===== src/rtl/rom_load_ctrl.sv =====
// Purpose : ROM download sequencer; qualifies the ioctl stream by index, registers
//           writes into the EPROM bank, counts bytes and holds the core in reset.
// Latency : one cycle ioctl_wr -> dl_wr; rom_loaded rises HOLD_CYCLES+1 cycles after download drops.
// Backpr. : ioctl_wait held high for WR_GAP cycles after every accepted write (LOAD only).
//
// Ports:
//   CLK, RESET          single clock, synchronous active-high reset
//   ioctl_download/index/wr/addr/dout   HPS download stream
//   ioctl_wait          pacing back-pressure to the HPS
//   dl_wr/dl_addr/dl_data  registered write to the EPROM bank (address decode is downstream)
//   core_reset          reset for CPUs and video, released only in RUN
//   rom_loaded          image loaded and core running
//   load_error          last load's byte count differed from ROM_SIZE
//   byte_count          bytes accepted in the current or last load
module rom_load_ctrl #(
  parameter logic [7:0]  ROM_INDEX   = 8'd0,
  parameter logic [24:0] ROM_SIZE    = 25'h58300,
  parameter int          HOLD_CYCLES = 16,
  parameter int          WR_GAP      = 0
) (
  input  logic        CLK,
  input  logic        RESET,
  input  logic        ioctl_download,
  input  logic [7:0]  ioctl_index,
  input  logic        ioctl_wr,
  input  logic [24:0] ioctl_addr,
  input  logic [7:0]  ioctl_dout,
  output logic        ioctl_wait,
  output logic        dl_wr,
  output logic [24:0] dl_addr,
  output logic [7:0]  dl_data,
  output logic        core_reset,
  output logic        rom_loaded,
  output logic        load_error,
  output logic [24:0] byte_count
);

  localparam int GAP_W  = (WR_GAP > 0) ? $clog2(WR_GAP + 1) : 1;
  localparam int HOLD_W = (HOLD_CYCLES > 1) ? $clog2(HOLD_CYCLES) : 1;

  typedef enum logic [1:0] {
    ST_IDLE = 2'd0,
    ST_LOAD = 2'd1,
    ST_HOLD = 2'd2,
    ST_RUN  = 2'd3
  } state_t;

  state_t             state;
  logic [GAP_W-1:0]   gap_cnt;
  logic [HOLD_W-1:0]  hold_cnt;
  logic               rom_match;

  assign rom_match = ioctl_download && (ioctl_index == ROM_INDEX);

  // gap_cnt is cleared whenever LOAD is left, but the state qualifier also
  // covers the cycle right after a write that coincides with download end.
  assign ioctl_wait = (state == ST_LOAD) && (gap_cnt != '0);

  always_ff @(posedge CLK) begin
    if (RESET) begin
      state      <= ST_IDLE;
      gap_cnt    <= '0;
      hold_cnt   <= '0;
      dl_wr      <= 1'b0;
      dl_addr    <= '0;
      dl_data    <= '0;
      core_reset <= 1'b1;
      rom_loaded <= 1'b0;
      load_error <= 1'b0;
      byte_count <= '0;
    end else begin
      dl_wr <= 1'b0;

      case (state)
        ST_IDLE: begin
          core_reset <= 1'b1;
          rom_loaded <= 1'b0;
          gap_cnt    <= '0;
          if (rom_match) begin
            state      <= ST_LOAD;
            byte_count <= '0;
            load_error <= 1'b0;
          end
        end

        ST_LOAD: begin
          core_reset <= 1'b1;
          rom_loaded <= 1'b0;
          // A write is accepted even while ioctl_wait is up; it restarts the gap.
          if (ioctl_wr) begin
            dl_wr   <= 1'b1;
            dl_addr <= ioctl_addr;
            dl_data <= ioctl_dout;
            gap_cnt <= GAP_W'(WR_GAP);
            if (byte_count != '1)
              byte_count <= byte_count + 25'd1;
          end else if (gap_cnt != '0) begin
            gap_cnt <= gap_cnt - 1'b1;
          end
          // Download end does not cancel a write sampled on the same edge.
          if (!ioctl_download) begin
            state    <= ST_HOLD;
            hold_cnt <= HOLD_W'(HOLD_CYCLES - 1);
          end
        end

        ST_HOLD: begin
          core_reset <= 1'b1;
          rom_loaded <= 1'b0;
          gap_cnt    <= '0;
          if (hold_cnt == '0) begin
            state      <= ST_RUN;
            core_reset <= 1'b0;
            rom_loaded <= 1'b1;
            load_error <= (byte_count != ROM_SIZE);
          end else begin
            hold_cnt <= hold_cnt - 1'b1;
          end
        end

        ST_RUN: begin
          core_reset <= 1'b0;
          rom_loaded <= 1'b1;
          gap_cnt    <= '0;
          if (rom_match) begin
            state      <= ST_LOAD;
            core_reset <= 1'b1;
            rom_loaded <= 1'b0;
            byte_count <= '0;
            load_error <= 1'b0;
          end
        end

        default: state <= ST_IDLE;
      endcase
    end
  end

endmodule


===== config.mk =====
export PLATFORM = sky130hd
export DESIGN_NAME = rom_load_ctrl
export DESIGN_NICKNAME = d
export VERILOG_FILES = /design/src/rtl/rom_load_ctrl.sv
export SDC_FILE = /design/constraint.sdc
export NUM_CORES = 1
export LEC_CHECK = 0
export CAP_MARGIN = 20
export CORE_MARGIN = 2
export CORE_UTILIZATION = 25
export CTS_BUF_LIST = sky130_fd_sc_hd__clkbuf_8
export CTS_CLUSTER_SIZE = 20
export DETAILED_ROUTE_END_ITERATION = 8
export PLACE_DENSITY = 0.46
export SLEW_MARGIN = 40
export SYNTH_ARGS = -nofsm -noshare
export SYNTH_HDL_FRONTEND = slang
export SYNTH_SLANG_ARGS = --single-unit
export TNS_END_PERCENT = 5

===== constraint.sdc =====
create_clock -name CLK -period 2.8 [get_ports CLK]
set_clock_uncertainty 0.2 [all_clocks]
set_input_delay 0.56 -clock CLK [delete_from_list [all_inputs] [get_ports CLK]]
set_output_delay 0.56 -clock CLK [all_outputs]
set_load 0.01 [all_outputs]

-- Yosys cells after proc, flatten, opt, wreduce, memory -nomap -nowiden
Cells that the tools add are included.
- add/subtract/negate cells: 3
- multipliers: 0
- divide/modulo/power cells: 0
- order comparisons: 0
- equal/unequal tests: 11
- shift-type cells: 0
- multiplexer cells: 24
- bitwise operators: 1
- reduce and logical (&&, ||, !) cells: 17
- operator list (kind ; count):
    $mux 25 ; 3
    $pmux 25 s2 ; 1
    $add 25x1->25 const B ; 1
    $ne 25x19->1 const B ; 1
    $ne 25x25->1 const B ; 1
    $mux 1 ; 9
    $reduce_and 3->1 ; 3
    $logic_not 8->1 ; 1
    $mux 4 ; 2
    $ne 2x2->1 const B ; 4
    $pmux 4 s2 ; 1
    $mux 2 ; 3
    $pmux 1 s3 ; 2
    $pmux 2 s3 ; 1
    $reduce_bool 2->1 ; 3
    $reduce_or 2->1 ; 3
    $eq 2x2->1 const B ; 2
    $logic_not 4->1 ; 1
    $ne 2x1->1 const B ; 2
    $pmux 1 s2 ; 2
    $reduce_and 4->1 ; 1
    $sub 4x1->4 const B ; 1
    $reduce_or 3->1 ; 1
    $eq 2x1->1 const B ; 1
    5 further kinds ; 6
- register bits after elaboration: 69
- latch bits: 0
- memory bits (writable): 0
- ROM bits: 0
- bits of input ports: 45
- output and inout port bits: 63
- word-level logic and storage cells: 66
- memories: 0

-- Logic depth before layout (Yosys ltp)
- depth after elaboration: 4
- depth in mapped cells: 9

-- Worst setup path after synthesis
OpenSTA, ideal clock, no wires.
- path type: register to register
- from: register state[0]
- to: register byte_count[16]
- setup time: 131 ps
- data arrival time: 1878 ps
- setup slack: 591 ps
- stages on the path, launching flop included: 10
- path buffers: 2
- clock period less this slack: 2209 ps
- path through: dfxtp_1 -> inv_1 -> ha_1 -> buf_2 -> nor4b_1 -> nand3_1 -> and2_0 -> buf_2 -> o311ai_1 -> o41ai_1
- longest elaborated chain between the ends: 4
- elaborated cells between the ends (all ways): 10
- ends and longest elaborated chain (element ; line ; source):
    start, declared ; 48 ; state_t state;
    start signal, assigned ; 61 ; state <= ST_IDLE;
    start signal, assigned ; 80 ; state <= ST_LOAD;
    start signal, assigned ; 102 ; state <= ST_HOLD;
    $eq 2x2->1 / $logic_not 2->1 (equally long branches) ; 74 ; case (state)
    $reduce_or 2->1 (no line) ; - ;
    $ne 2x1->1 (no line) / $reduce_bool 2->1 (equally long branches) ; - ;
    $reduce_and 4->1 (no line) ; - ;
    end signal, assigned ; 96 ; byte_count <= byte_count + 25'd1;
    end, declared ; 35 ; output logic [24:0] byte_count
Several ways; a longest one is shown, not always the timed one.
A chain may end at the register's enable or synchronous reset.

-- Final worst setup path
- from: input port ioctl_index[2]
- to: register byte_count[20]
- longest elaborated chain between the ends: 4
- ends and longest elaborated chain (element ; line ; source):
    start, declared ; 24 ; input logic [7:0] ioctl_index,
    $logic_not 8->1 ; 53 ; assign rom_match = ioctl_download && (ioctl_index == ROM_INDEX);
    $logic_and 1x1->1 ; 53 ;
    $ne 2x1->1 (no line) ; - ;
    $reduce_and 4->1 (no line) ; - ;
Every way passes these cells.

==> results.tsv <==
metric	value	unit
DR WL/cell	15.5	um
P_sw	933	uW
Worst slew margin	54.8	%
clock period minus worst slack	2.44	ns
dpl ws	-0.00153	ns
Internal Dissipation	1.88	mW
Slew Viols, Final	0	
Rows	41	
total grt overflow	0	
hold crit path type	register to register	
H-tree Lvls	3	
asr flop ratio synth	0	%
YS warnings	0	
CTS tree	yes	
Worst setup EP type	register	
Mapped Area	3280	um^2
Peak VDD IR	0.266	mV
Pre-antenna DRT Iters	4	
clk sink count	68	
layout cell share with drive strength beyond 1	8.17	%
vias in the first global route	3275	
Ports	108	
Crit Path Class	primary input to register	
Iter 0 DRT Violations	235	
Reg2Reg Capture Point	byte_count[13]	
combinational share of power	30.3	%
Seq/Total Area, Yosys	41.5	%
Worst R2R Start	byte_count[17]	
Distinct cells, synth	60	
critical path fanouts, max	8	
Critical Path AT	2.46	ns
pwr/cell area	594	nW/um^2
final setup vio count	0	
CTS Buffer Depth	2	
via count	3367	
Final ANT Viol Nets	0	
clk root buf	clkbuf_8	
leak pwr	1.64	nW
hold slack	0.253	ns
total CTS buffers	9	
Post-CTS Setup Inserts	0	
clock share of power	29.8	%
# nets final	560	
Antenna diodes	0	
r2r setup slk	0.44	ns
worst hold stages	2	
CTS Hold Buffers Added	0	
final period utilization	87.1	%
worst r2r path cells	5	
die width	119	um
Final Wtd Congestion	0.795	
Syn Area/Cell	8.12	um^2
Reg power frac	39.9	%
HP Start	dl_addr[9]	
Via density	4.91	
Worst Path Required	2.82	ns
Post-DP HPWL	7440	um
P&R area growth vs syn	44.7	%
Fin Setup TNS	0	ns
Worst-path clk slew	0.07	ns
end of the worst hold path	dl_addr[9]	
number of flops mapped to enable cells by yosys	0	
GR Util All Layers	15.3	%
Final WS setup	0.360	ns
core area	12700	um^2
unrepaired setup endpoints after global routing	no	
Routed Wire Length	10700	um
top achievable clock speed	0.410	GHz
final hold vios	0	
switch share	33.1	%
Worst-Margin Slew	0.679	ns
outcome	finished clean	
die footprint	14100	um^2
Cells after Synth	404	
Post-Syn Nets	455	
top_reg_cell synth	dfxtp_1	
largest net degree at the start of global routing	56	
Starting Density	25.8	%
die extent in y	119	um
first-pass GRT wire length	17300	um
Port-buffer cells	106	
initial antenna violation count	0	
Yosys reg bits	68	
Remaining DRCs	0	
max cap viols	0	
Worst-Skew Late Latency	0.35	ns
CP Launch Type	primary input	
Resized cells post-CTS	0	
-- per-stage QoR --
stage / power (mW) / instance area (um^2) / cells / utilization (%)
after detailed placement: 2.01 / 4540 / 670 / 35.7
after global placement: 2.00 / 4540 / 670 / 35.7
after floorplan: 1.64 / 3280 / 404 / -
final: 2.82 / 4750 / 686 / 37.3
after CTS: 2.87 / 4750 / 686 / 37.3
after global routing: 3.01 / 4750 / 686 / 37.3
-- layout make-up --
class / instances / area [um^2]
Clock buffer: 10 / 138
Clock inverter: 6 / 65.1
Fill cell: 1389 / 7980
Inverter: 14 / 52.6
Multi-Input combinational cell: 296 / 1750
Sequential cell: 68 / 1360
Tap cell: 172 / 215
Timing Repair Buffer: 120 / 1160
-- worst max-delay path, stage by stage --
cell	delay, ns
clkdlybuf4s50_1	0.40
nor4_1	0.47
nand3_1	0.19
and2_0	0.35
o21ai_2	0.34
o221ai_1	0.14
-- layout by cell type (no fill, tap or decap), drive strengths merged, types with 3 or more instances in the layout --
cell,instances
buf,15
o311ai,3
a211o,3
dfxtp,68
ha,6
a31oi,5
a311oi,6
a221o,4
nand3b,4
a21oi,47
o31ai,5
nor3,10
clkbuf,10
a41oi,4
clkinvlp,3
mux2i,3
nand2,87
nor2,24
nand4,13
nor4,10
and2,4
inv,15
and3,5
o21ai,10
nand3,10
clkdlybuf4s50,105
-- metal layers --
metal,up-vias,track usage [%],share of wire (%)
met1,1584,19.3,45
met4,0,4.09,1.0
met3,8,7.05,8.7
li1,1668,-,-
met2,107,23.7,45
met5,-,0,0
-- synth_stat cells (3+ instances only) --
library cell / instances / area share [%]
a311oi_1: 6 / 1.6
o21ai_1: 3 / 0.46
ha_1: 6 / 2.3
a41oi_1: 4 / 1.1
a211o_1: 3 / 0.80
nor3_1: 10 / 1.5
a221o_1: 4 / 1.2
buf_2: 9 / 1.4
nand3_1: 9 / 1.4
nor4_1: 7 / 1.3
nor2_1: 24 / 2.7
o21ai_0: 6 / 0.92
nand2_1: 87 / 10
a31oi_1: 4 / 0.76
clkbuf_1: 15 / 1.7
o311ai_1: 3 / 0.80
and3_1: 5 / 0.95
nand3b_1: 4 / 0.92
a21oi_1: 46 / 7.0
o31ai_1: 5 / 1.1
nand4_1: 12 / 2.3
dfxtp_1: 68 / 41
mux2i_1: 3 / 0.92
and2_1: 3 / 0.57
inv_1: 14 / 1.6
-- registers in the layout (all words and copies together), names as in the netlist --
signal and flops:
byte_count 25, dl_addr 25, dl_data 8, hold_cnt 4
state 2, core_reset 1, dl_wr 1, load_error 1
rom_loaded 1
-- power by group through the flow --
stage                     Clock (mW)  Sequential, mW  Combinational, mW
after floorplan                    0            1.17              0.467
after global placement             0            1.14              0.857
after detailed placement           0            1.15              0.860
after CTS                      0.876            1.13              0.865
after global routing           0.916            1.14              0.954
final                          0.838            1.12              0.854
-- worst max path at each step --
stage	depth (start not counted)	from	slack, ns	end
finish	6	ioctl_index[2]	0.36	byte_count[20]
floorplan	9	state[0]	0.59	byte_count[16]
detailed placement	6	ioctl_index[2]	-0.002	byte_count[20]
global placement	6	ioctl_index[2]	0.08	byte_count[20]
CTS	6	ioctl_index[2]	0.40	byte_count[20]
global route	7	state[0]	0.24	byte_count[12]
-- logic make-up after synthesis --
logic type | Yosys count | synth area share [%]
simple gates | 180 | 27.5
fa+ha+maj | 6 | 2.29
compound gates | 105 | 22.3
other cells | 1 | 0.114
xor+xnor | 1 | 0.267
flops | 68 | 41.5
buf+inv | 40 | 5.07
mux | 3 | 0.915
Note: power is estimated with default switching activity, not from simulation.
